<file path="config.mk">
export PLATFORM = sky130hd
export DESIGN_NAME = obi_result_mailbox
export DESIGN_NICKNAME = d
export VERILOG_FILES = /design/src/rtl/obi_result_mailbox.sv
export SDC_FILE = /design/constraint.sdc
export NUM_CORES = 1
export LEC_CHECK = 0
export CAP_MARGIN = 10
export CORE_UTILIZATION = 30
export CTS_CLUSTER_DIAMETER = 200
export DETAILED_ROUTE_END_ITERATION = 8
export PLACE_DENSITY = 0.53
export SLEW_MARGIN = 25
export SYNTH_ARGS = -nofsm -noshare
export SYNTH_HDL_FRONTEND = slang
export SYNTH_SLANG_ARGS = --single-unit
</file>
<file path="constraint.sdc">
create_clock -name clk -period 10.2 [get_ports clk]
set_clock_uncertainty 0.15 [all_clocks]
set_input_delay 2.55 -clock clk [delete_from_list [all_inputs] [get_ports clk]]
set_output_delay 2.55 -clock clk [all_outputs]
set_load 0.01 [all_outputs]
</file>
<file path="src/rtl/obi_result_mailbox.sv">
// OBI responder through which X-HEEP software returns 32-bit result words to the host.
// Core pushes into a show-ahead FIFO over OBI; the host register block pops and reads status.
module obi_result_mailbox #(
    parameter int unsigned pDEPTH = 16,
    parameter int unsigned pCNT_W = 5
) (
    input  logic              clk,
    input  logic              reset_i,
    input  logic              req_i,
    output logic              gnt_o,
    input  logic              we_i,
    input  logic [3:0]        be_i,
    input  logic [31:0]       addr_i,
    input  logic [31:0]       wdata_i,
    output logic              rvalid_o,
    output logic [31:0]       rdata_o,
    input  logic              pop_i,
    output logic [31:0]       rd_data_o,
    output logic              rd_valid_o,
    output logic [pCNT_W-1:0] count_o,
    output logic              full_o,
    output logic              done_o,
    input  logic              done_clr_i
);

    localparam int unsigned PtrW = $clog2(pDEPTH);

    typedef enum logic [1:0] {
        RegData   = 2'd0,
        RegStatus = 2'd1,
        RegCtrl   = 2'd2,
        RegNone   = 2'd3
    } reg_e;

    logic [31:0]       mem_q [pDEPTH];
    logic [PtrW-1:0]   wr_ptr_q, wr_ptr_d;
    logic [PtrW-1:0]   rd_ptr_q, rd_ptr_d;
    logic [pCNT_W-1:0] count_q, count_d;
    logic              done_q, done_d;
    logic              rvalid_q, rvalid_d;
    logic [31:0]       rdata_q, rdata_d;

    reg_e        reg_sel;
    logic        empty, full;
    logic        accept, push, pop, flush, set_done;
    logic [31:0] status;
    logic        unused;

    assign reg_sel = reg_e'(addr_i[3:2]);
    assign empty   = (count_q == '0);
    assign full    = (count_q == pCNT_W'(pDEPTH));

    // Only a DATA write into a full FIFO is held off; nothing is ever dropped.
    assign gnt_o   = req_i & ~(we_i & (reg_sel == RegData) & full);
    assign accept  = req_i & gnt_o;

    assign push     = accept & we_i & (reg_sel == RegData);
    assign flush    = accept & we_i & (reg_sel == RegCtrl) & wdata_i[0];
    assign set_done = accept & we_i & (reg_sel == RegCtrl) & wdata_i[1];
    assign pop      = pop_i & ~empty & ~flush;

    assign status = {7'b0, done_q, 6'b0, empty, full, 16'(count_q)};

    always_comb begin
        wr_ptr_d = wr_ptr_q;
        rd_ptr_d = rd_ptr_q;
        count_d  = count_q;
        if (flush) begin
            wr_ptr_d = '0;
            rd_ptr_d = '0;
            count_d  = '0;
        end else begin
            if (push) begin
                wr_ptr_d = wr_ptr_q + PtrW'(1);
            end
            if (pop) begin
                rd_ptr_d = rd_ptr_q + PtrW'(1);
            end
            if (push && !pop) begin
                count_d = count_q + pCNT_W'(1);
            end else if (pop && !push) begin
                count_d = count_q - pCNT_W'(1);
            end
        end
    end

    always_comb begin
        done_d = done_q;
        if (set_done) begin
            done_d = 1'b1;
        end else if (done_clr_i) begin
            done_d = 1'b0;
        end
    end

    always_comb begin
        rvalid_d = accept;
        rdata_d  = '0;
        if (accept && !we_i && reg_sel == RegStatus) begin
            rdata_d = status;
        end
    end

    always_ff @(posedge clk) begin
        if (reset_i) begin
            wr_ptr_q <= '0;
            rd_ptr_q <= '0;
            count_q  <= '0;
            done_q   <= 1'b0;
            rvalid_q <= 1'b0;
            rdata_q  <= '0;
        end else begin
            wr_ptr_q <= wr_ptr_d;
            rd_ptr_q <= rd_ptr_d;
            count_q  <= count_d;
            done_q   <= done_d;
            rvalid_q <= rvalid_d;
            rdata_q  <= rdata_d;
        end
    end

    // Storage needs no reset: the count gates visibility of every entry.
    always_ff @(posedge clk) begin
        if (push) begin
            mem_q[wr_ptr_q] <= wdata_i;
        end
    end

    assign rvalid_o   = rvalid_q;
    assign rdata_o    = rdata_q;
    assign rd_valid_o = ~empty;
    assign rd_data_o  = empty ? '0 : mem_q[rd_ptr_q];
    assign count_o    = count_q;
    assign full_o     = full;
    assign done_o     = done_q;

    assign unused = ^{be_i, addr_i[31:4], addr_i[1:0]};

endmodule

</file>
Word-level counts from Yosys, hierarchy flattened:

Memory sizes are Yosys's and may differ from the RTL's. A register that Yosys moved wholly into a read port is not among the register bits.
Cells that the tools add are included.

* memories: 1
* logic and storage cells: 52
* input bits: 74
* RAM bits: 512
* register bits after elaboration: 47

* eq/ne operators: 3
* bitwise logic cells: 15
* $add $sub $neg: 4
* mux-type cells: 9
* reduce and logical (&&, ||, !) cells: 13

Memory list
* mem_q: depth 16, bits a word 32, read ports 1, clocked after Yosys merged registers in 1, wr ports 1, line 35 `logic [31:0] mem_q [pDEPTH];`

Operators with widths (count)
* $mux W32: 1
* $and A1 B1 Y1: 11
* $mux W5: 2
* $add A4 B1 Y4 const B: 2
* $mux W4: 2
* $add A5 B1 Y5 const B: 1
* $eq A5 B5 Y1 const B: 1
* $logic_not A5 Y1: 1
* $sub A5 B1 Y5 const B: 1
* $logic_and A1 B1 Y1: 4
* $mux W1: 4
* $not A1 Y1: 4
* $reduce_bool A2 Y1: 2
* $reduce_or A2 Y1: 2
* $logic_not A1 Y1: 3
* $eq A2 B1 Y1 const B: 1
* $eq A2 B2 Y1 const B: 1
* $logic_not A2 Y1: 1

Longest topological paths before layout:

* depth after elaboration: 14
* gate-level depth with buffers: 11
* depth with buffers taken out: 10

Worst setup path after synthesis:

No wires, ideal clock.

* kind: input -> register
* start point: input addr_i[2]
* end point: memory mem_q[0][0], enable pin
* cell stages on the path: 4
* buffers on the path: 0
* path slack: 3973 ps
* arrival time: 5616 ps
* required time: 9589 ps
* library setup time: 461 ps
* cell sequence: nor4bb_1 > a21boi_2 > nand2_1 > nor3_1

* longest elaborated chain between the ends: 10

Ends and longest elaborated chain
* start: declaration: line 13 `input logic [31:0] addr_i,`
* $logic_not A2 Y1 (*): line 54, 57
* $and A1 B1 Y1 (2 in a row): line 54 `assign gnt_o = req_i & ~(we_i & (reg_sel == RegData) & full);`
* $not A1 Y1: line 54
* $and A1 B1 Y1: line 54
* $and A1 B1 Y1: line 55 `assign accept = req_i & gnt_o;`
* $and A1 B1 Y1: line 57 `assign push = accept & we_i & (reg_sel == RegData);`
* $and A1 B1 Y1 (*): line 57
* via push: line 45 `logic accept, push, pop, flush, set_done;`
* $mux W1 (*): line 124 `if (push) begin`
* $mux W1 (implied by the code) (*): line 125 `mem_q[wr_ptr_q] <= wdata_i;`
* end: declaration: line 35

Mark *: on every way through the listed nets, which the timed path passes. The rest lies on a longest branch.

Final worst setup path:

* start point: input we_i
* end point: output gnt_o

* longest elaborated chain between the ends: 4

Ends and longest elaborated chain
* start: declaration: line 11 `input logic we_i,`
* $and A1 B1 Y1 (2 in a row): line 54
* $not A1 Y1: line 54
* $and A1 B1 Y1: line 54
* end: declaration: line 10 `output logic gnt_o,`

No other way between the ends.

==> results.tsv <==
stage	metric	value	unit
run_status	outcome	completed	
synthesis	Yosys warnings	0	
timing	# setup viols final	0	
place	GP Congestion	0.666	
die	initial core utilization	30.4	%
synthesis	Synth Register Bits	539	
grt	overall routing resource usage	12.9	%
die	Core Region	68700	um2
synthesis	area of the mapped netlist	20900	um2
grt	largest net degree at the start of global routing	78	
worst_setup_path	CP Buf/Inv Count	3	
die	total die area	70700	um2
routing	routed vias	9520	
synthesis	EDFF count, synth	512	
grt	vias in the first global route	10300	
worst_setup_path	reg2reg end	count_o[4]	
cells_and_area	synthesis-to-finish area growth	18.1	%
worst_setup_path	Worst Setup End Kind	output pin	
worst_setup_path	worst path required time	7.50	ns
die	I/O Pins	148	
synthesis	Yosys cell types	38	
die	Die X-Extent	266	um
routing	Post-route DRC	0	
power	peak supply drop	149	uV
power	Lkg Pwr	7.48	nW
routing	Post-DRT Antenna Nets	0	
routing	Post-Route WL	44900	um
clock_tree	CTS buffer count	54	
power	sequential power share	45.3	%
synthesis	synthesized area per cell	21.9	um2
worst_setup_path	FF-to-FF Start	count_o[0]	
timing	fin crit share	65.3	%
power	clock group share of total power	35.0	%
timing	RSZ-0062 raised after global routing	false	
hold_path	hold path start	done_o	
timing	final hold vios	0	
timing	normalized max-slew margin	39.0	%
clock_tree	clock latency on the worst-skew pair	0.59	ns
clock_tree	CTS tree	yes	
timing	fmax	150	MHz
synthesis	Synth area leader	edfxtp_1	
clock_tree	# resized after CTS	0	
power	Net Switching	1.37	mW
run	maxcap violations	0	
clock_tree	Worst-path clk slew	0.06	ns
clock_tree	Post-CTS Setup Bufs	0	
power	switching share of power	25.1	%
hold_path	hold endpoint	rdata_o[24]	
timing	max-slew violations	0	
timing	setup TNS	0	ns
place	hpwl dp	22200	um
cells_and_area	share of layout cells above drive strength 1	25.6	%
hold_path	WHS Path Cells	1	
die	die height	266	um
worst_setup_path	Slowest cell on crit path	clkdlybuf4s50_1	
worst_setup_path	Register-to-Register Path Depth	10	
timing	WHS	0.347	ns
place	I/O Buffers	89	
synthesis	sequential area share after synthesis	76.2	%
hold_path	class of the worst hold path	reg -> reg	
clock_tree	H-tree Lvls	2	
synthesis	top post-synthesis cells by area	edfxtp_1, mux4_2, dfxtp_1	
worst_setup_path	Worst setup SP type	input port	
power	total power	5.45	mW
power	Pwr Density	221	nW/um2
cells_and_area	Final #Nets	1160	
die	FP Rows	96	
worst_setup_path	Critical Path AT	3.96	ns
worst_setup_path	reg-to-reg setup timing slack	6.80	ns
worst_setup_path	CP peak stage delay	0.50	ns
synthesis	top_reg_cell synth	edfxtp_1	
power	combinational power share	19.6	%
timing	fin crit period	6.66	ns
routing	DRT iter0 DRCs	674	
power	internal power	4.09	mW
clock_tree	clock sinks	539	
cells_and_area	antenna cell count	0	
clock_tree	clk buf depth	3	
routing	vias per std cell	4.64	
routing	DRT Pass-1 Iters	4	
worst_setup_path	cell with the most instances on the worst path	clkdlybuf4s50_1	
clock_tree	# hold bufs at CTS	0	
worst_setup_path	CP top delay family	buffers and inverters	
routing	wire length per cell	21.9	um
grt	first-pass GRT wire length	66900	um
worst_setup_path	CP Class	in -> out	
synthesis	fraction of registers with async set/reset	0	%
synthesis	Synth Instances	955	
worst_setup_path	worst-path cell chain	clkdlybuf4s50_1, inv_1, o41a_1, clkdlybuf4s50_1	
grt	initial antenna violation count	1	
clock_tree	clk root buf	clkbuf_16	
timing	Least-Margin Pin Slew	0.910	ns
grt	GRT overflow	0	
synthesis	area fraction of the dominant cell type after synthesis	73.6	%
worst_setup_path	critical path peak fanout	4	
cells in the final DEF (no fill, tap or decap), types with 2 or more instances in the layout:
cell	synthesis	routed
a21o_1	2	2
a21oi_1	8	8
a221o_1	32	32
and2_1	7	7
and3_1	2	2
and4b_1	2	2
buf_4	31	21
bufinv_16	0	4
clkbuf_1	14	8
clkbuf_16	0	55
clkdlybuf4s50_1	0	89
clkinv_1	0	13
clkinv_2	0	12
clkinv_8	0	2
clkinvlp_4	0	3
conb_1	1	24
dfxtp_1	27	24
dfxtp_4	0	3
edfxtp_1	512	512
ha_1	9	9
inv_1	10	10
mux2_2	33	33
mux2i_1	2	2
mux4_2	128	128
nand2_1	6	6
nand2b_1	3	3
nor2_1	35	22
nor2_4	1	14
nor2b_1	35	35
nor3_2	0	4
o211ai_1	5	5
o41a_1	2	2
xor2_1	7	7
Yosys cell counts (8+ instances only):
cell type    n
nor2_1      35
mux2_2      33
nor2b_1     35
mux4_2     128
edfxtp_1   512
inv_1       10
a21oi_1      8
buf_4       31
clkbuf_1    14
a221o_1     32
dfxtp_1     27
ha_1         9
buf_2       19
logic make-up (layout without fill, tap and decap cells):
logic type                 after synthesis  after routing  share of synthesized area [%]
adders and majority gates               10             10                          0.635
DFF                                    539            539                           76.2
other                                    1             24                         0.0180
xor gates and xnor gates                 8              8                          0.336
and+or+nand+nor                        101            101                           2.60
AOI/OAI and AO/OA                       52             52                           2.27
buffers and inverters                   81            222                           2.24
muxes                                  163            163                           15.7
per-stage QoR:
step / utilization [%] / area, um2 / std cells / worst slack [ns]
finish: 35.9 / 24600 / 2050 / 3.54
global route: 35.9 / 24600 / 2050 / 3.47
CTS: 35.8 / 24600 / 2049 / 3.38
detailed placement: 33.4 / 22900 / 1950 / 3.53
global placement: 33.3 / 22900 / 1950 / 3.52
floorplan: - / 21000 / 978 / 3.97
flip-flops by register name, indices dropped and copies added (netlist names), named ones only:
name and flops:
done_o 1, rvalid_o 1, count_o 5, rd_ptr_q 4
mem_q 512, wr_ptr_q 4, rdata_o 8
per-layer routing:
metal	GRT usage, %	up-vias	share of wire, %
met5	0	-	0.029
met4	3.29	2	1.7
met3	2.93	53	4.7
met2	21.3	205	48
met1	17.2	5094	45
li1	-	4166	-
worst register-to-register path, delay by kind of cell (launching register included):
kind,cells,cell delay (ns)
AOI/OAI and AO/OA,3,0.73
adders and majority gates,2,0.54
buffers and inverters,1,0.11
DFF,1,0.38
muxes,2,0.59
and+or+nand+nor,2,0.79
power by group through the flow:
stage	Sequential (mW)	Combinational [mW]	Clock, mW
final	2.47	1.07	1.91
after global routing	2.47	1.15	2.04
after CTS	2.49	1.08	1.96
after detailed placement	2.53	1.08	0
after global placement	2.53	1.08	0
after floorplan	2.50	0.692	0
worst max-delay path by stage:
stage,startpoint,cells past startpoint,end
finish,we_i,4,gnt_o
CTS,flop,5,rd_data_o[5]
detailed placement,we_i,4,gnt_o
global placement,we_i,4,gnt_o
global route,we_i,4,gnt_o
floorplan,addr_i[2],4,mem_q[0][0]
layout make-up:
class                           instances  area, um2
Clock buffer                           63       1410
Clock inverter                         36        302
Fill cell                            6412      44100
Inverter                               10       37.5
Multi-Input combinational cell        358       4710
Sequential cell                       539      15900
Tap cell                              931       1160
Timing Repair Buffer                  113       1110
(Power assumes the default switching activity.)
